--- src/rtl/mixer_mc.sv ---
// Time-multiplexed NCH-channel + beeper/tape mixer driving first-order delta-sigma 1-bit DACs.
// Optional build macro MIXER_DITHER_EN adds 2-bit LFSR dither ahead of both modulators.
module mixer_mc #(
  parameter int NCH          = 4,
  parameter int SW           = 8,
  parameter int OUT_W        = 10,
  parameter int BEEPER_LVL   = 128,
  parameter int TAPE_OUT_LVL = 32,
  parameter int TAPE_IN_LVL  = 16
) (
  input  logic              clk28,
  input  logic              rst_n,
  input  logic              mute,
  input  logic              beeper,
  input  logic              tape_out,
  input  logic              tape_in,
  input  logic [NCH*SW-1:0] ch_data,
  input  logic [2*NCH-1:0]  ch_gain,
  input  logic [2*NCH-1:0]  ch_pan,
  output logic [OUT_W-1:0]  sample_l,
  output logic [OUT_W-1:0]  sample_r,
  output logic              sample_strobe,
  output logic              dac_l,
  output logic              dac_r
);
  localparam int SLW = $clog2(NCH + 1);
  localparam int AW  = SW + $clog2(NCH + 2) + 1;
  // Clamp arithmetic needs at least one bit above OUT_W to see the overflow.
  localparam int CW  = (AW > OUT_W) ? AW : OUT_W + 1;
  localparam logic [SLW-1:0] LAST = SLW'(NCH);
  localparam logic [CW-1:0]  MAXV = {{(CW-OUT_W){1'b0}}, {OUT_W{1'b1}}};

  logic [SLW-1:0]   slot_q, slot_d;
  logic [AW-1:0]    acc_l_q, acc_l_d, acc_r_q, acc_r_d;
  logic [OUT_W-1:0] sample_l_q, sample_l_d, sample_r_q, sample_r_d;
  logic             strobe_q, strobe_d;
  logic [OUT_W:0]   dsm_l_q, dsm_l_d, dsm_r_q, dsm_r_d;
  logic [OUT_W-1:0] mod_l, mod_r;

  logic             last;
  logic [SW-1:0]    ch_sel;
  logic [1:0]       gain_sel, pan_sel;
  logic [AW-1:0]    ch_c, fx_c, add_l, add_r;
  logic [CW-1:0]    sum_l, sum_r;

  function automatic logic [OUT_W-1:0] clamp(input logic [CW-1:0] v);
    return (v > MAXV) ? {OUT_W{1'b1}} : v[OUT_W-1:0];
  endfunction

  assign last = (slot_q == LAST);

  always_comb begin
    ch_sel   = '0;
    gain_sel = '0;
    pan_sel  = '0;
    for (int i = 0; i < NCH; i++) begin
      if (slot_q == SLW'(i)) begin
        ch_sel   = ch_data[i*SW +: SW];
        gain_sel = ch_gain[2*i +: 2];
        pan_sel  = ch_pan[2*i +: 2];
      end
    end
  end

  always_comb begin
    case (gain_sel)
      2'd3:    ch_c = AW'(ch_sel);
      2'd2:    ch_c = AW'(ch_sel >> 1);
      2'd1:    ch_c = AW'(ch_sel >> 2);
      default: ch_c = '0;
    endcase
    fx_c = (beeper   ? AW'(BEEPER_LVL)   : '0)
         + (tape_out ? AW'(TAPE_OUT_LVL) : '0)
         + (tape_in  ? AW'(TAPE_IN_LVL)  : '0);
    add_l = '0;
    add_r = '0;
    if (!mute) begin
      if (last) begin
        add_l = fx_c;
        add_r = fx_c;
      end else begin
        add_l = pan_sel[0] ? ch_c : '0;
        add_r = pan_sel[1] ? ch_c : '0;
      end
    end
    sum_l = CW'(acc_l_q) + CW'(add_l);
    sum_r = CW'(acc_r_q) + CW'(add_r);
  end

  always_comb begin
    slot_d     = last ? '0 : slot_q + SLW'(1);
    acc_l_d    = last ? '0 : sum_l[AW-1:0];
    acc_r_d    = last ? '0 : sum_r[AW-1:0];
    sample_l_d = last ? clamp(sum_l) : sample_l_q;
    sample_r_d = last ? clamp(sum_r) : sample_r_q;
    strobe_d   = last;
  end

`ifdef MIXER_DITHER_EN
  logic [14:0] lfsr_q, lfsr_d;

  // x^15 + x^14 + 1, Fibonacci form
  assign lfsr_d = {lfsr_q[13:0], lfsr_q[14] ^ lfsr_q[13]};

  always_comb begin
    mod_l = clamp(CW'(sample_l_q) + CW'(lfsr_q[1:0]));
    mod_r = clamp(CW'(sample_r_q) + CW'(lfsr_q[1:0]));
  end

  always_ff @(posedge clk28) begin
    if (!rst_n) lfsr_q <= 15'h0001;
    else        lfsr_q <= lfsr_d;
  end
`else
  assign mod_l = sample_l_q;
  assign mod_r = sample_r_q;
`endif

  // Carry out of the OUT_W-bit phase accumulator is the DAC bit.
  assign dsm_l_d = {1'b0, dsm_l_q[OUT_W-1:0]} + {1'b0, mod_l};
  assign dsm_r_d = {1'b0, dsm_r_q[OUT_W-1:0]} + {1'b0, mod_r};

  always_ff @(posedge clk28) begin
    if (!rst_n) begin
      slot_q     <= '0;
      acc_l_q    <= '0;
      acc_r_q    <= '0;
      sample_l_q <= '0;
      sample_r_q <= '0;
      strobe_q   <= 1'b0;
      dsm_l_q    <= '0;
      dsm_r_q    <= '0;
    end else begin
      slot_q     <= slot_d;
      acc_l_q    <= acc_l_d;
      acc_r_q    <= acc_r_d;
      sample_l_q <= sample_l_d;
      sample_r_q <= sample_r_d;
      strobe_q   <= strobe_d;
      dsm_l_q    <= dsm_l_d;
      dsm_r_q    <= dsm_r_d;
    end
  end

  assign sample_l      = sample_l_q;
  assign sample_r      = sample_r_q;
  assign sample_strobe = strobe_q;
  assign dac_l         = dsm_l_q[OUT_W];
  assign dac_r         = dsm_r_q[OUT_W];
endmodule

--- config.mk ---
export PLATFORM = sky130hd
export DESIGN_NAME = mixer_mc
export DESIGN_NICKNAME = d
export VERILOG_FILES = /design/src/rtl/mixer_mc.sv
export SDC_FILE = /design/constraint.sdc
export NUM_CORES = 1
export LEC_CHECK = 0
export CORE_UTILIZATION = 35
export CTS_CLUSTER_DIAMETER = 50
export DETAILED_ROUTE_END_ITERATION = 7
export HOLD_SLACK_MARGIN = 0.02
export SYNTH_ARGS = -nofsm -noshare
export SYNTH_HDL_FRONTEND = slang
export SYNTH_SLANG_ARGS = --single-unit
--- constraint.sdc ---
create_clock -name clk28 -period 5.55 [get_ports clk28]
set_clock_uncertainty 0.15 [all_clocks]
set_input_delay 1.11 -clock clk28 [delete_from_list [all_inputs] [get_ports clk28]]
set_output_delay 1.11 -clock clk28 [all_outputs]
set_load 0.01 [all_outputs]
==> metrics.md, run 1 <==
| Metric | Value |
|---|---|
| Residual DRC | 0 |
| Seq/Total Area, Yosys | 32.3% |
| Reg2reg start | slot_q[0] |
| Cell Chain, Critical Path | clkdlybuf4s50_1 -> a21oi_1 -> o21ai_0 -> a32oi_2 -> mux2i_1 -> o21ai_1 -> or2_1 -> fa_1 -> and2b_4 -> o211ai_1 -> nand3b_1 -> o221ai_1 -> nor4b_4 -> a21oi_1 |
| Max clock buf depth | 2 |
| Sequential cell area | 0.00140 sq mm |
| FMAX | 202 MHz |
| Cell count along the critical path | 14 |
| Flop and latch count out of synthesis | 70 |
| CP bufs+invs | 1 |
| WL/cell | 14.1 um |
| RSZ-0062 raised after global routing | false |
| Hold Buf Count CTS | 0 |
| Crit Path Category | input pin to register |
| Die W | 113 um |
| Pwr/cell area | 275 mW/mm^2 |
| Synth warn | 0 |
| Die height | 113 um |
| Psw | 467 uW |
| Max_slew headroom | 38.8% |
| Initial antenna violation count | 0 |
| Inserted Diodes | 0 |
| First-pass DRT Iterations | 4 |
| Antenna-violating nets left | 0 |
| CP most frequent cell | a21oi_1 |
| Post-Syn Nets | 607 |
| Logic gate share of total power | 25.4% |
| Post-Place Worst Slack | 0.286 ns |
| I/O pins | 77 |
| Worst-case reg-to-reg path depth | 13 |
| WP data arrival | 4.98 ns |
| Area of the multi-input gates | 0.00274 sq mm |
| CTS Buf Count | 9 |
| Startpoint Class | input pin |
| Setup ws final | 0.612 ns |
| Share of power burned in registers | 36.4% |
| Worst Hold Class | register to register |
| FILL cells | 1187 |
| Crit. End Element | register |
| CP max-delay cell | a32oi_2 |
| Worst Tran Pin Value | 0.916 ns |
| Postcts setup bufs | 0 |
| Drt via density | 5.16 |
| Layout Utilization | 46.0% |
| Ys async rst share | 0% |
| H-tree depth | 3 |
| Total power | 1530 uW |
| VDD IR max | 0.149 mV |
| Slowest stage delay, CP | 0.71 ns |
| Initial Utilization | 35.9% |
| Clk slew on worst S/H paths | 0.06 ns |
| Critical path's top delay family | compound AO/OA/AOI/OAI gates |
| Fin. Hold Viols | 0 |
| Clock latency on the worst-skew pair | 0.33 ns |
| Die area | 0.0128 sq mm |
| Max_cap viols | 0 |
| Fin cells | 752 |
| First-pass GRT wire length | 17400 um |
| Layout cells sized above 1 | 6.16% |
| Status | complete, no violations |
| CP max FO | 14 |
| Detailed Route WL | 10600 um |
| Crit path time final | 4.94 ns |
| Vias in the first global route | 3681 |
| Post-synthesis cell type count | 64 |
| Dpl cells | 736 |
| Total clock sinks | 70 |
| CTS tree | done |
| Root Buffer | clkbuf_16 |
| Slew Viols, Final | 0 |
| Vias | 3879 |
| CP required | 5.59 ns |
| Pint | 1060 uW |
| HP Start | slot_q[0] |
| Post-CTS sizing | 0 |
| Pin count of the biggest net entering global routing | 36 |
| Port buffer count | 76 |
| Cell Area, Synth | 0.00434 sq mm |
| Clk pwr share | 38.2% |
| Syn-to-layout area delta | 28.0% |
| Leak Pwr | 0.00221 uW |
| Synth Area per Inst | 8.53 sq um |
| Crit. Startpoint | ch_gain[2] |
| Fin Setup TNS | 0 ns |
| Total GRT Usage | 16.8% |
| Gate Count Post-Synth | 508 |
| Final period util | 89.0% |
| Number of enable flip-flop cells after synthesis | 0 |
| # setup viols final | 0 |
| Nets | 678 |
| Top FF cell, synth | dfxtp_1 |
| Hold depth | 1 |
| Post-DP HPWL | 7920 um |
| GPL Wtd Cong | 0.844 |
| Row Count | 40 |
| Sw Ratio | 30.6% |
| Core area | 0.0121 sq mm |
| Starting DRT DRC Count | 171 |
| Gr ovfl total | 0 |
cells in the mapped netlist (all sizes together) (5+ instances only):
cell    count  share of area [%]
ha         41                 12
o211ai     11                2.0
o21ai      55                6.3
a211oi      6                1.2
a21oi      39                4.6
clkbuf     11               0.95
xnor2       8                1.6
nand3       5               0.58
mux2i       9                2.1
nand2      28                2.4
nor2b      10                1.4
and2        6               0.87
xor2       13                2.6
dfxtp      70                 32
a32oi       9                2.2
inv        25                2.2
nor2       54                4.7
o21a        6                1.0
nor3       14                1.7
a41oi      10                2.0
a21o        5               0.87
buf         9                1.2
nand2b     17                2.5
per-stage QoR:
| step | area [sq um] | hold slack [ns] |
|---|---|---|
| 2_1_floorplan | 4340 | 0.283 |
| 3_3_place_gp | 5240 | 0.297 |
| 3_5_place_dp | 5240 | 0.316 |
| 4_1_cts | 5550 | 0.330 |
| 5_1_grt | 5550 | 0.368 |
| 6_report | 5550 | 0.330 |
area by class of cell:
cell class | count | share of cell area, %
multi-input combinational | 392 | 49.4
sequential | 70 | 25.3
timing repair buffer | 80 | 14.3
clock buffer | 9 | 4.06
tap | 168 | 3.79
inverter | 26 | 1.76
clock inverter | 7 | 1.47
logic make-up (layout without fill, tap and decap cells):
kind of cell	after synthesis	after routing	synth area share, %
AOI/OAI and AO/OA	166	166	25.7
and+or+nand+nor	151	151	17.5
xor gates and xnor gates	21	21	4.24
adders and majority gates	45	45	13.7
DFF	70	70	32.3
muxes	9	9	2.08
buffers and inverters	46	122	4.42
layer usage:
metal / track usage [%] / part of all wire, % / wire, um
met5: 0 / 0 / 0
met4: 6.32 / 2.1 / 219
met3: 3.16 / 4.5 / 474
met2: 26.0 / 41 / 4380
met1: 23.1 / 52 / 5550
flip-flops by register name (all words and copies together) (netlist names):
name	cells
sample_l	10
sample_r	10
acc_l_q	12
acc_r_q	12
dsm_r_q	11
slot_q	3
dsm_l_q	11
sample_strobe	1
placed cells by master, fill, tap and decap left out, types with 17 or more instances in the layout:
cell type and n:
clkdlybuf4s50_1 76, inv_1 25, nand2b_1 17, ha_1 41
nand2_1 28, o21ai_0 48, nor2_1 53, dfxtp_1 70
a21oi_1 38
power groups by stage:
| stage | logic [uW] | registers [uW] | clock network, uW |
|---|---|---|---|
| final | 387 | 555 | 583 |
| after floorplan | 263 | 564 | 0 |
| after detailed placement | 383 | 566 | 0 |
| after global routing | 430 | 559 | 618 |
| after CTS | 387 | 555 | 599 |
| after global placement | 376 | 565 | 0 |
worst register-to-register path: stages, from the launching register on:
cell and delay (ns):
dfxtp_1 0.38, ha_1 0.69, o21ai_0 0.25, a32oi_2 0.71
mux2i_1 0.27, o21ai_1 0.13, or2_1 0.29, fa_1 0.42
and2b_4 0.27, o211ai_1 0.08, nand3b_1 0.14, o221ai_1 0.21
nor4b_4 0.53, a21oi_1 0.15
path summary, 6_finish.rpt:
| path | slack [ns] | to |
|---|---|---|
| max | 0.61 | sample_l[5] |
| min | 0.33 | slot_q[0] |
| max reg2reg | 0.73 | sample_l[5] |
| min reg2reg | 0.33 | slot_q[0] |
(Power assumes the default switching activity.)
==> run 2: changes to the inputs <==
Settings changed: MAX_ROUTING_LAYER from default to met4, TNS_END_PERCENT from default to 1.
==> run 2 against run 1 <==
Against the previous run: flip-flop and latch count did not move; combinational power barely moved; worst setup slack better by 0.019 ns; first-iteration DRC count down 12%; register-to-register slack improved by 0.03 ns; power about the same; core utilization unchanged; hold slack worse by 0.00082 ns; clock-buffer cell count unchanged; cell count is the same; non-clock buffer count unchanged; sequential power barely moved; highest routed layer unchanged.
==> metrics.md, run 2 (synthesis gave the netlist of run 1 again) <==
| Metric | Value |
|---|---|
| DR top layer | met4 |
| Slew Viols, Final | 0 |
| Max_slew headroom | 38.6% |
| Most frequent cells in the layout | clkdlybuf4s50_1 (76), dfxtp_1 (70), nor2_1 (53) |
| Gr ovfl total | 0 |
| Post-DP HPWL | 7920 um |
| Fin cells | 752 |
| Final period util | 88.6% |
| Starting DRT DRC Count | 150 |
| FMAX | 203 MHz |
| Hold slack | 0.329 ns |
| Nets | 678 |
| GPL Wtd Cong | 0.857 |
| First-pass GRT wire length | 17400 um |
| Sequential cell area | 0.00140 sq mm |
| WP data arrival | 4.96 ns |
| Crit. End Element | register |
| Total clock sinks | 70 |
| Postcts setup bufs | 0 |
| Max clock buf depth | 2 |
| Vias in the first global route | 3675 |
| Layout cells sized above 1 | 6.16% |
| Post-CTS sizing | 0 |
| Fin Setup TNS | 0 ns |
| Total GRT Usage | 17.3% |
| Fin. Hold Viols | 0 |
| Residual DRC | 0 |
| Die area | 0.0128 sq mm |
| Dpl cells | 736 |
| Inserted Diodes | 0 |
| Port buffer count | 76 |
| Root Buffer | clkbuf_16 |
| Row Count | 40 |
| Crit path time final | 4.92 ns |
| Clk slew on worst S/H paths | 0.06 ns |
| Vias | 3886 |
| VDD IR max | 0.148 mV |
| CTS Buf Count | 9 |
| Antenna-violating nets left | 0 |
| WL/cell | 14.1 um |
| Met2 wire length | 4360 um |
| Initial antenna violation count | 0 |
| Clock latency on the worst-skew pair | 0.33 ns |
| Layout Utilization | 46.0% |
| Leak Pwr | 0.00221 uW |
| Die height | 113 um |
| Met3 routed WL | 482 um |
| Status | complete, no violations |
| Total power | 1520 uW |
| Core area | 0.0121 sq mm |
| Drt via density | 5.17 |
| Pin count of the biggest net entering global routing | 36 |
| Max_cap viols | 0 |
| H-tree depth | 3 |
| Worst Tran Pin Value | 0.918 ns |
| I/O pins | 77 |
| CP max FO | 14 |
| Commonest non-fill, non-tap cell in the layout | clkdlybuf4s50_1 |
| Top Registers | acc_l_q (12), acc_r_q (12) |
| First-pass DRT Iterations | 4 |
| CTS tree | done |
| CP required | 5.59 ns |
| Startpoint Class | input pin |
| RSZ-0062 raised after global routing | false |
| WL met1 | 5550 um |
| FILL cells | 1187 |
| Worst Hold Class | register to register |
| Initial Utilization | 35.9% |
| Area of the multi-input gates | 0.00274 sq mm |
| # setup viols final | 0 |
| Crit Path Category | input pin to register |
| Hold Buf Count CTS | 0 |
| Die W | 113 um |
| Pwr/cell area | 275 mW/mm^2 |
| Syn-to-layout area delta | 28.0% |
| Detailed Route WL | 10600 um |
run 2: through the flow:
| step | cell area [sq um] | worst slack (ns) |
|---|---|---|
| 6_report | 5550 | 0.631 |
| 5_1_grt | 5550 | 0.245 |
| 4_1_cts | 5550 | 0.606 |
| 3_5_place_dp | 5240 | 0.286 |
| 3_3_place_gp | 5240 | 0.418 |
| 2_1_floorplan | 4340 | 1.30 |
run 2: where the power goes:
part | internal (uW) | switching (uW) | leakage, uW | total [uW]
sequential | 536 | 18.4 | 0.000567 | 555
clock | 353 | 230 | 0.000147 | 583
combinational | 170 | 217 | 0.00149 | 387
total | 1060 | 466 | 0.00221 | 1520
run 2: critical path, cell delays in order:
cell and delay [ns]:
clkdlybuf4s50_1 0.41, a21oi_1 0.12, o21ai_0 0.13, a32oi_2 0.70, mux2i_1 0.26, o21ai_1 0.13, or2_1 0.29, fa_1 0.42
and2b_4 0.27, o211ai_1 0.08, nand3b_1 0.14, o221ai_1 0.21, nor4b_4 0.53, a21oi_1 0.15
run 2: final cells by class:
cell class,count,share of cell area (%)
sequential,70,25.3
clock buffer,9,4.06
tap,168,3.79
clock inverter,7,1.47
inverter,26,1.76
multi-input combinational,392,49.4
timing repair buffer,80,14.3
run 2: path summary, 6_finish.rpt:
kind / start / end / slack (ns) / cells past startpoint
worst min-delay path: slot_q[0] / slot_q[0] / 0.33 / 1
worst max-delay path: ch_gain[2] / sample_l[5] / 0.63 / 14
worst min register to register: slot_q[0] / slot_q[0] / 0.33 / 1
worst max register to register: slot_q[2] / sample_l[5] / 0.76 / 16
run 2: layer usage:
layer	up-vias	GRT usage, %
met1	1798	23.3
li1	1975	-
met3	15	3.00
met4	0	6.32
met2	98	26.0
met5	-	-
==> run 3: changes to the inputs <==
Settings changed: CAP_MARGIN from default to 20, CTS_CLUSTER_SIZE from default to 20, TNS_END_PERCENT 1 to default.
==> results of run 3 <==
No change in the layout: final DEF, timing and power equal those of run 2.
